$ cat config.mk
export PLATFORM = sky130hd
export DESIGN_NAME = spi_slave_modes
export DESIGN_NICKNAME = d
export VERILOG_FILES = /design/src/rtl/spi_slave_modes.sv
export SDC_FILE = /design/constraint.sdc
export NUM_CORES = 1
export LEC_CHECK = 0
export BUFFER_PORTS_ARGS = -buffer_cell sky130_fd_sc_hd__buf_2
export CORE_UTILIZATION = 30
export CTS_BUF_LIST = sky130_fd_sc_hd__clkbuf_4
export DETAILED_ROUTE_END_ITERATION = 10
export GPL_TIMING_DRIVEN = 0
export PLACE_DENSITY_LB_ADDON = 0.12
export SYNTH_ARGS = -nofsm -noshare
export SYNTH_HDL_FRONTEND = slang
export SYNTH_SLANG_ARGS = --single-unit
$ cat constraint.sdc
create_clock -name clk -period 2.4 [get_ports clk]
set_input_delay 0.12 -clock clk [delete_from_list [all_inputs] [get_ports clk]]
set_output_delay 0.12 -clock clk [all_outputs]
set_load 0.02 [all_outputs]
$ cat src/rtl/spi_slave_modes.sv
// -----------------------------------------------------------------------------
// spi_slave_modes
//   SPI slave supporting all four CPOL/CPHA modes, with a one-byte transmit
//   holding register and a received-byte strobe. All SPI bus inputs are
//   asynchronous and are re-timed into the clk domain before use.
//
// Ports
//   clk          system clock, all state updates on its rising edge
//   reset        asynchronous active-low reset
//   cpol, cpha   SPI mode select, latched only while synchronized cs is high
//   sclk, mosi   serial clock and data from the master (asynchronous)
//   cs           chip select from the master, active-low (asynchronous)
//   miso         serial data to the master, MSB first
//   so_data      byte to transmit
//   so_start     write strobe for so_data
//   so_ready     holding register empty
//   si_data      last completely received byte
//   si_done      one-cycle strobe when si_data is updated
//   o_dbg_state  current FSM state (IDLE/ARMED/SHIFT) for observation
//
// Transmit handshake: so_start acts as "valid" and so_ready as "ready". A byte
// is accepted on a rising clk edge where so_start=1 and so_ready=1; so_start
// while so_ready=0 is ignored and the caller must hold or retry.
//
// Configuration macro: SPI_SLAVE_MISO_TRISTATE_EN
//   defined   : miso is 1'bz while synchronized cs is high or reset is low
//   undefined : miso is 0 while synchronized cs is high
// -----------------------------------------------------------------------------
module spi_slave_modes (
  input  logic       clk,
  input  logic       reset,
  input  logic       cpol,
  input  logic       cpha,
  input  logic       sclk,
  input  logic       mosi,
  input  logic       cs,
  output logic       miso,
  input  logic [7:0] so_data,
  input  logic       so_start,
  output logic       so_ready,
  output logic [7:0] si_data,
  output logic       si_done,
  output logic [1:0] o_dbg_state
);

  typedef enum logic [1:0] {
    IDLE  = 2'd0,
    ARMED = 2'd1,
    SHIFT = 2'd2
  } state_t;

  state_t r_state;
  state_t w_next;

  // Synchronizers plus one extra stage for edge detection on sclk and cs.
  logic r_sclk_s1, r_sclk_s2, r_sclk_d;
  logic r_mosi_s1, r_mosi_s2;
  logic r_cs_s1, r_cs_s2, r_cs_d;

  logic r_cpol, r_cpha;

  logic [7:0] r_hold;
  logic       r_hold_full;
  logic [7:0] r_tx_sr;
  logic [7:0] r_rx_sr;
  logic [2:0] r_bit_cnt;
  logic       r_miso;

  logic       w_sclk_rise, w_sclk_fall;
  logic       w_cs_rise, w_cs_fall;
  logic       w_lead, w_trail;
  logic       w_sample_edge, w_shift_edge;
  logic       w_in_byte;
  logic       w_do_sample, w_do_shift;
  logic       w_byte_done;
  logic       w_hold_move;
  logic [7:0] w_tx_byte;
  logic [7:0] w_rx_next;
  logic       w_miso_bit;

  always_ff @(posedge clk or negedge reset) begin
    if (!reset) begin
      r_sclk_s1 <= 1'b0;
      r_sclk_s2 <= 1'b0;
      r_sclk_d  <= 1'b0;
      r_mosi_s1 <= 1'b0;
      r_mosi_s2 <= 1'b0;
      r_cs_s1   <= 1'b1;
      r_cs_s2   <= 1'b1;
      r_cs_d    <= 1'b1;
    end else begin
      r_sclk_s1 <= sclk;
      r_sclk_s2 <= r_sclk_s1;
      r_sclk_d  <= r_sclk_s2;
      r_mosi_s1 <= mosi;
      r_mosi_s2 <= r_mosi_s1;
      r_cs_s1   <= cs;
      r_cs_s2   <= r_cs_s1;
      r_cs_d    <= r_cs_s2;
    end
  end

  // Mode is frozen for the whole time the slave is selected.
  always_ff @(posedge clk or negedge reset) begin
    if (!reset) begin
      r_cpol <= 1'b0;
      r_cpha <= 1'b0;
    end else if (r_cs_s2) begin
      r_cpol <= cpol;
      r_cpha <= cpha;
    end
  end

  assign w_sclk_rise = r_sclk_s2 & ~r_sclk_d;
  assign w_sclk_fall = ~r_sclk_s2 & r_sclk_d;
  assign w_cs_fall   = ~r_cs_s2 & r_cs_d;
  assign w_cs_rise   = r_cs_s2 & ~r_cs_d;

  assign w_lead        = r_cpol ? w_sclk_fall : w_sclk_rise;
  assign w_trail       = r_cpol ? w_sclk_rise : w_sclk_fall;
  assign w_sample_edge = r_cpha ? w_trail : w_lead;
  assign w_shift_edge  = r_cpha ? w_lead : w_trail;

  // A byte starts on its leading edge. In ARMED a trailing edge is the tail
  // of the previous byte (cpha=0 back-to-back) and is ignored so it cannot
  // disturb the freshly loaded MSB.
  assign w_in_byte   = (r_state == SHIFT) || ((r_state == ARMED) && w_lead);
  assign w_do_sample = w_in_byte && w_sample_edge && !w_cs_rise;
  assign w_do_shift  = w_in_byte && w_shift_edge && !w_cs_rise;
  assign w_byte_done = w_do_sample && (r_bit_cnt == 3'd7);

  // The holding register drains into the shift register only before the
  // byte's first edge; the cycle of that edge may still use it directly.
  assign w_hold_move = (r_state == ARMED) && r_hold_full && !w_cs_rise;
  assign w_tx_byte   = ((r_state == ARMED) && r_hold_full) ? r_hold : r_tx_sr;
  assign w_rx_next   = {r_rx_sr[6:0], r_mosi_s2};

  always_ff @(posedge clk or negedge reset) begin
    if (!reset) begin
      r_state <= IDLE;
    end else begin
      r_state <= w_next;
    end
  end

  always_comb begin
    w_next = r_state;
    case (r_state)
      IDLE:    if (w_cs_fall)   w_next = ARMED;
      ARMED:   if (w_lead)      w_next = SHIFT;
      SHIFT:   if (w_byte_done) w_next = ARMED;
      default:                  w_next = IDLE;
    endcase
    if (w_cs_rise) begin
      w_next = IDLE;
    end
  end

  always_ff @(posedge clk or negedge reset) begin
    if (!reset) begin
      r_hold      <= 8'h00;
      r_hold_full <= 1'b0;
    end else if (so_start && !r_hold_full) begin
      r_hold      <= so_data;
      r_hold_full <= 1'b1;
    end else if (w_hold_move) begin
      r_hold_full <= 1'b0;
    end
  end

  // Transmit path. Any chip-select change or completed byte clears the shift
  // register so an unloaded byte goes out as 8'h00.
  always_ff @(posedge clk or negedge reset) begin
    if (!reset) begin
      r_tx_sr <= 8'h00;
      r_miso  <= 1'b0;
    end else if (w_cs_rise || w_cs_fall) begin
      r_tx_sr <= 8'h00;
      r_miso  <= 1'b0;
    end else if (w_byte_done) begin
      r_tx_sr <= 8'h00;
    end else if (w_do_shift) begin
      r_miso  <= w_tx_byte[7];
      r_tx_sr <= {w_tx_byte[6:0], 1'b0};
    end else if (w_hold_move) begin
      r_tx_sr <= r_hold;
    end
  end

  always_ff @(posedge clk or negedge reset) begin
    if (!reset) begin
      r_rx_sr   <= 8'h00;
      r_bit_cnt <= 3'd0;
      si_data   <= 8'h00;
      si_done   <= 1'b0;
    end else begin
      si_done <= 1'b0;
      if (w_cs_rise || w_cs_fall) begin
        r_bit_cnt <= 3'd0;
      end else if (w_do_sample) begin
        r_rx_sr   <= w_rx_next;
        r_bit_cnt <= r_bit_cnt + 3'd1;
        if (r_bit_cnt == 3'd7) begin
          si_data <= w_rx_next;
          si_done <= 1'b1;
        end
      end
    end
  end

  // cpha=0 shows the MSB before the first edge, so miso comes straight from
  // the shift register; cpha=1 presents a new bit after each leading edge.
  assign w_miso_bit = r_cpha ? r_miso : r_tx_sr[7];

`ifdef SPI_SLAVE_MISO_TRISTATE_EN
  assign miso = (!reset || r_cs_s2) ? 1'bz : w_miso_bit;
`else
  assign miso = r_cs_s2 ? 1'b0 : w_miso_bit;
`endif

  assign so_ready    = ~r_hold_full;
  assign o_dbg_state = r_state;

endmodule

[Yosys cells after proc, flatten, opt, wreduce, memory -nomap -nowiden]
Index checks and enable logic that the tools add are counted.
Storage, ports and cells
  bits in registers: 49
  input bits: 16
  output and inout port bits: 13
  word-level logic and storage cells: 85
Operators by class
  $add $sub $neg: 1
  equality and inequality tests: 7
  multiplexer cells: 26
  bitwise gates (word level): 10
  reduce and logical (&&, ||, !) cells: 22
Operators with widths (count)
  8-bit 2-to-1 mux: 5
  1-bit 2-to-1 mux: 14
  1-bit logical AND: 9
  3-bit inequality test (second input constant): 3
  2-bit 2-to-1 mux: 4
  3-bit 2-to-1 mux: 2
  1-bit inverter: 6
  2-bit one-hot mux with 3 select lines: 1
  3-bit AND reduction: 2
  2-bit nonzero test: 3
  1-bit AND: 4
  2-bit AND reduction: 2
  4-bit nonzero test: 1
  3-bit by 1-bit adder with 3-bit output (second input constant): 1
  3-bit == test (second input constant): 1
  2-bit by 1-bit == test with 1-bit output (second input constant): 1
  2-bit == test (second input constant): 1
  1-bit logical NOT: 2
  2-bit logical NOT: 1
  1-bit logical OR: 2
  2-bit by 1-bit inequality test with 1-bit output (second input constant): 1

[Logic depth before layout (Yosys ltp)]
  depth after elaboration: 11
  gate-level depth with buffers: 6
  mapped depth without buffers: 5

[Worst setup path before layout]
No wires, ideal clock.
  path kind: register -> register
  start: reg r_cpol
  end: reg si_data[0]
  library setup time: 0.125 ns
  arrival: 1.981 ns
  data required time: 2.275 ns
  slack: 0.294 ns
  cell stages (with the launch flop): 7
  buffers on the path: 1
  period minus slack after synthesis: 2.106 ns
  cells stage by stage: dfrtp_1 xnor2_1 mux2_4 a211oi_4 and3_1 buf_6 mux2_2
On the way
  longest elaborated chain between the ends: 6
  elaborated cells on any way between the ends: 8
  classes of those cells: mux (3); reduce/logical (5)
RTL lines
  start: declaration: RTL line 60  | logic r_cpol, r_cpha;
  start signal: assignment: RTL line 109  | r_cpol <= cpol;
  1-bit 2-to-1 mux: RTL line 119  | assign w_lead = r_cpol ? w_sclk_fall : w_sclk_rise;
  1-bit logical AND: RTL line 127  | assign w_in_byte = (r_state == SHIFT) || ((r_state == ARMED) && w_lead);
  1-bit logical OR: RTL line 127
  1-bit logical AND * (2 in series): RTL line 128  | assign w_do_sample = w_in_byte && w_sample_edge && !w_cs_rise;
  3-bit AND reduction (no source line) *
  end signal: assignment: RTL line 204  | si_data <= w_rx_next;
  end: declaration: RTL line 41  | output logic [7:0] si_data,
Mark *: on every way between the ends. The rest lies on a longest branch, timed or not.
A chain may end at the register's enable or synchronous reset.

[Worst setup path after layout]
  start: reg r_cpol
  end: reg si_data[6]
Same word-level chain as after synthesis.

==> results.sh <==
export IMPL_ioPinCount=29
export IMPL_initial_core_util_pct=31.20
export IMPL_synth_top_family_by_area="multiplexers"
export IMPL_synth_simple_area_share_pct=6.139
export IMPL_finalSetupTns_ns=0
export IMPL_final_setup_viol_count=0
export IMPL_ir_worst_vdd_v=0.0003000
export IMPL_path_clk_slew_ns=0.13
export IMPL_seq_power_share_pct=52.2
export IMPL_post_cts_buffers=0
export IMPL_die_area_um2=7405
export IMPL_root_buffer="clkbuf_4"
export IMPL_p_int_w=0.001463
export IMPL_tritoncts="yes"
export IMPL_status="finished, final reports clean"
export IMPL_syn_avg_cell_area_um2=14.04
export IMPL_critPathKind="reg2reg"
export IMPL_hpwl_um=2723
export IMPL_overflow=0
export IMPL_period_needed_ns=2.248
export IMPL_synthArstFlopShare_pct=100.0
export IMPL_ys_types=32
export IMPL_syn_to_final_growth_pct=23.44
export IMPL_nets=220
export IMPL_cp_max_fo=9
export IMPL_dpl_worst_slack_ns=0.09301
export IMPL_fillers=669
export IMPL_netSwitchingFraction_pct=29.33
export IMPL_antennaDiodeCount=0
export IMPL_drc_errors=0
export IMPL_cts_num_sinks=49
export IMPL_synth_adder_area_share_pct=1.771
export IMPL_syn_inst=151
export IMPL_synth_nets=170
export IMPL_syn_area_um2=2120
export IMPL_hold_class="reg2reg"
export IMPL_groute_usage_overall_pct=11.99
export IMPL_cp_start_kind="flop"
export IMPL_end_kind="flop"
export IMPL_io_buffers=28
export IMPL_worstMarginPinSlew_ns=1.070
export IMPL_grt_pass1_vias=1382
export IMPL_grt_pass1_wl_um=6803
export IMPL_final_util_pct=38.51
export IMPL_finClkSkew_ns=0.01148
export IMPL_power_density_nw_per_um2=791.3
export IMPL_drv_slew=0
export IMPL_die_h_um=86.06
export IMPL_maxCapViolCount=0
export IMPL_ys_flop_type="dfrtp_1"
export IMPL_ys_seq_area_share_pct=58.03
export IMPL_synth_area_mux_share_pct=23.91
export IMPL_critical_path_required_ns=2.65
export IMPL_relSlewSlack_pct=28.69
export IMPL_cp_arrival_ns=2.50
export IMPL_setup_ws_ns=0.1522
export IMPL_synth_edff_count=0
export IMPL_power_leakage_nw=1.205
export IMPL_vias_per_cell=4.503
export IMPL_routed_wl_um=3977
export IMPL_grt_max_degree=50
export IMPL_dr_pass1_iters=4
export IMPL_ant_nets=0
export IMPL_numCtsBuffers=5
export IMPL_fmax_mhz=444.9
export IMPL_core_um2=6794
export IMPL_reg2reg_slack_ns=0.15
export IMPL_drt_initial_drc_count=68
export IMPL_antenna_found_initial=0
export IMPL_ys_warnings_count=0
export IMPL_combPwrFrac_pct=24.9
export IMPL_finalHoldViolCount=0
export IMPL_wire_per_inst_um=13.35
export IMPL_p_clk_share_pct=22.9
export IMPL_gp_congestion=0.7029
export IMPL_clock_latency_ns=0.36
export IMPL_vias=1342
export IMPL_p_switching_w=0.0006071
export IMPL_htreeDepth=2
export IMPL_min_period_over_period_pct=93.66
export IMPL_row_count=30
export IMPL_clock_path_buffers=2
export IMPL_rsz0062_at_grt="no"
export IMPL_drive_above_1_share_pct=38.61
export IMPL_die_w_um=86.06
export IMPL_ys_ff_latch=49
export IMPL_synth_compound_area_share_pct=7.556
export IMPL_synth_xor_area_share_pct=0.8264
cell families (layout without fill, tap and decap cells):
family | count (synthesis) | in the layout
xor+xnor | 2 | 2
buf+inv | 7 | 58
mux | 46 | 46
compound gates | 18 | 18
simple gates | 26 | 26
flops | 49 | 49
fa+ha+maj | 3 | 3
per-stage QoR:
step           instance area (um^2)  std cells  hold slack (ns)  power (W)
2_1_floorplan                  2120        151          -0.1756   0.001454
4_1_cts                        2609        298           0.3669   0.002115
3_5_place_dp                   2380        275           0.2310   0.001606
6_report                       2616        298           0.3638   0.002070
3_3_place_gp                   2380        275           0.2246   0.001590
5_1_grt                        2616        298           0.3657   0.002226
final cells by class:
| type | count | area [um^2] | area share (%) |
|---|---|---|---|
| flip-flops and latches | 49 | 1230 | 47.01 |
| well taps | 96 | 120.1 | 4.591 |
| plain buffers | 3 | 22.52 | 0.8608 |
| multi-input cells | 95 | 859.6 | 32.86 |
| clock inverters | 3 | 41.29 | 1.578 |
| repair buffers | 43 | 290.3 | 11.10 |
| inverters | 4 | 15.01 | 0.5739 |
| clock buffers | 5 | 37.54 | 1.435 |
worst max-delay path, stage by stage, from the launching register on:
cell	delay [ns]
dfrtp_1	0.46
xnor2_2	0.28
mux2_4	0.36
a211oi_4	0.32
and3_1	0.24
buf_6	0.15
mux2_2	0.34
repair_timing:
action / CTS / global route
gates resized for setup: 0 / 1
hold buffers: 15 / 0
endpoints found under the setup margin: 0 / 8
endpoints found under the hold margin: 60 / 0
synth_stat cells, drive strengths merged, types with 3 or more instances:
cell type / instances / area, um^2
nor2: 10 / 37.54
nand2: 4 / 15.01
dfrtp: 46 / 1151
mux2: 34 / 386.6
o2bb2ai: 7 / 61.31
inv: 4 / 15.01
mux2i: 12 / 120.1
nor3: 3 / 20.02
dfstp: 3 / 78.83
ha: 3 / 37.54
power groups by stage:
stage,Clock (W),Sequential (W),Combinational (W)
6_report,0.000474,0.00108,0.000515
5_1_grt,0.000538,0.00111,0.000579
4_1_cts,0.000506,0.00108,0.000525
3_5_place_dp,0,0.00110,0.000504
3_3_place_gp,0,0.00110,0.000494
2_1_floorplan,0,0.00108,0.000379
state kept, by name, summed over array words and instances, names as in the netlist:
| register | flops |
|---|---|
| r_mosi_s2 | 1 |
| r_rx_sr | 7 |
| r_tx_sr | 8 |
| r_miso | 1 |
| si_done | 1 |
| r_sclk_d | 1 |
| r_cpol | 1 |
| r_bit_cnt | 3 |
| r_sclk_s2 | 1 |
| r_hold | 8 |
| r_hold_full | 1 |
| r_cs_d | 1 |
| si_data | 8 |
| r_cpha | 1 |
| r_sclk_s1 | 1 |
| o_dbg_state | 2 |
| r_cs_s1 | 1 |
| r_mosi_s1 | 1 |
| r_cs_s2 | 1 |
layer usage:
layer	global-route usage (%)	part of all wire (%)	up-vias	wire length (um)
li1	-	-	652	-
met1	15.46	45	659	1807
met2	19.26	49	25	1956
met3	3.176	3.7	6	148
met4	4.545	1.6	0	65
met5	0	0	-	0
layout by cell type (no fill, tap or decap), types with 2 or more instances in the layout:
cell,instances
inv_1,4
a311oi_1,2
nand3_1,2
mux2_2,33
buf_2,28
dlygate4sd3_1,15
clkbuf_4,5
o2bb2ai_1,7
nor2_1,10
dfrtp_1,46
nand2_1,4
nand2b_1,2
nor2b_1,2
nor3_1,2
dfstp_2,3
mux2i_1,12
ha_1,3
worst paths after layout:
path	start	endpoint	depth (start not counted)
setup / recovery	r_cpol$_DFFE_PN0P_	si_data[6]$_DFFE_PN0P_	6
hold / removal	r_sclk_s1$_DFF_PN0_	r_sclk_s2$_DFF_PN0_	0
max in group asynchronous	reset	r_bit_cnt[1]$_DFFE_PN0P_	2
min in group asynchronous	reset	r_hold[2]$_DFFE_PN0P_	2
hold reg to reg	r_sclk_s1$_DFF_PN0_	r_sclk_s2$_DFF_PN0_	0
setup reg to reg	r_cpol$_DFFE_PN0P_	si_data[6]$_DFFE_PN0P_	6
Note: power is estimated with default switching activity, not from simulation.
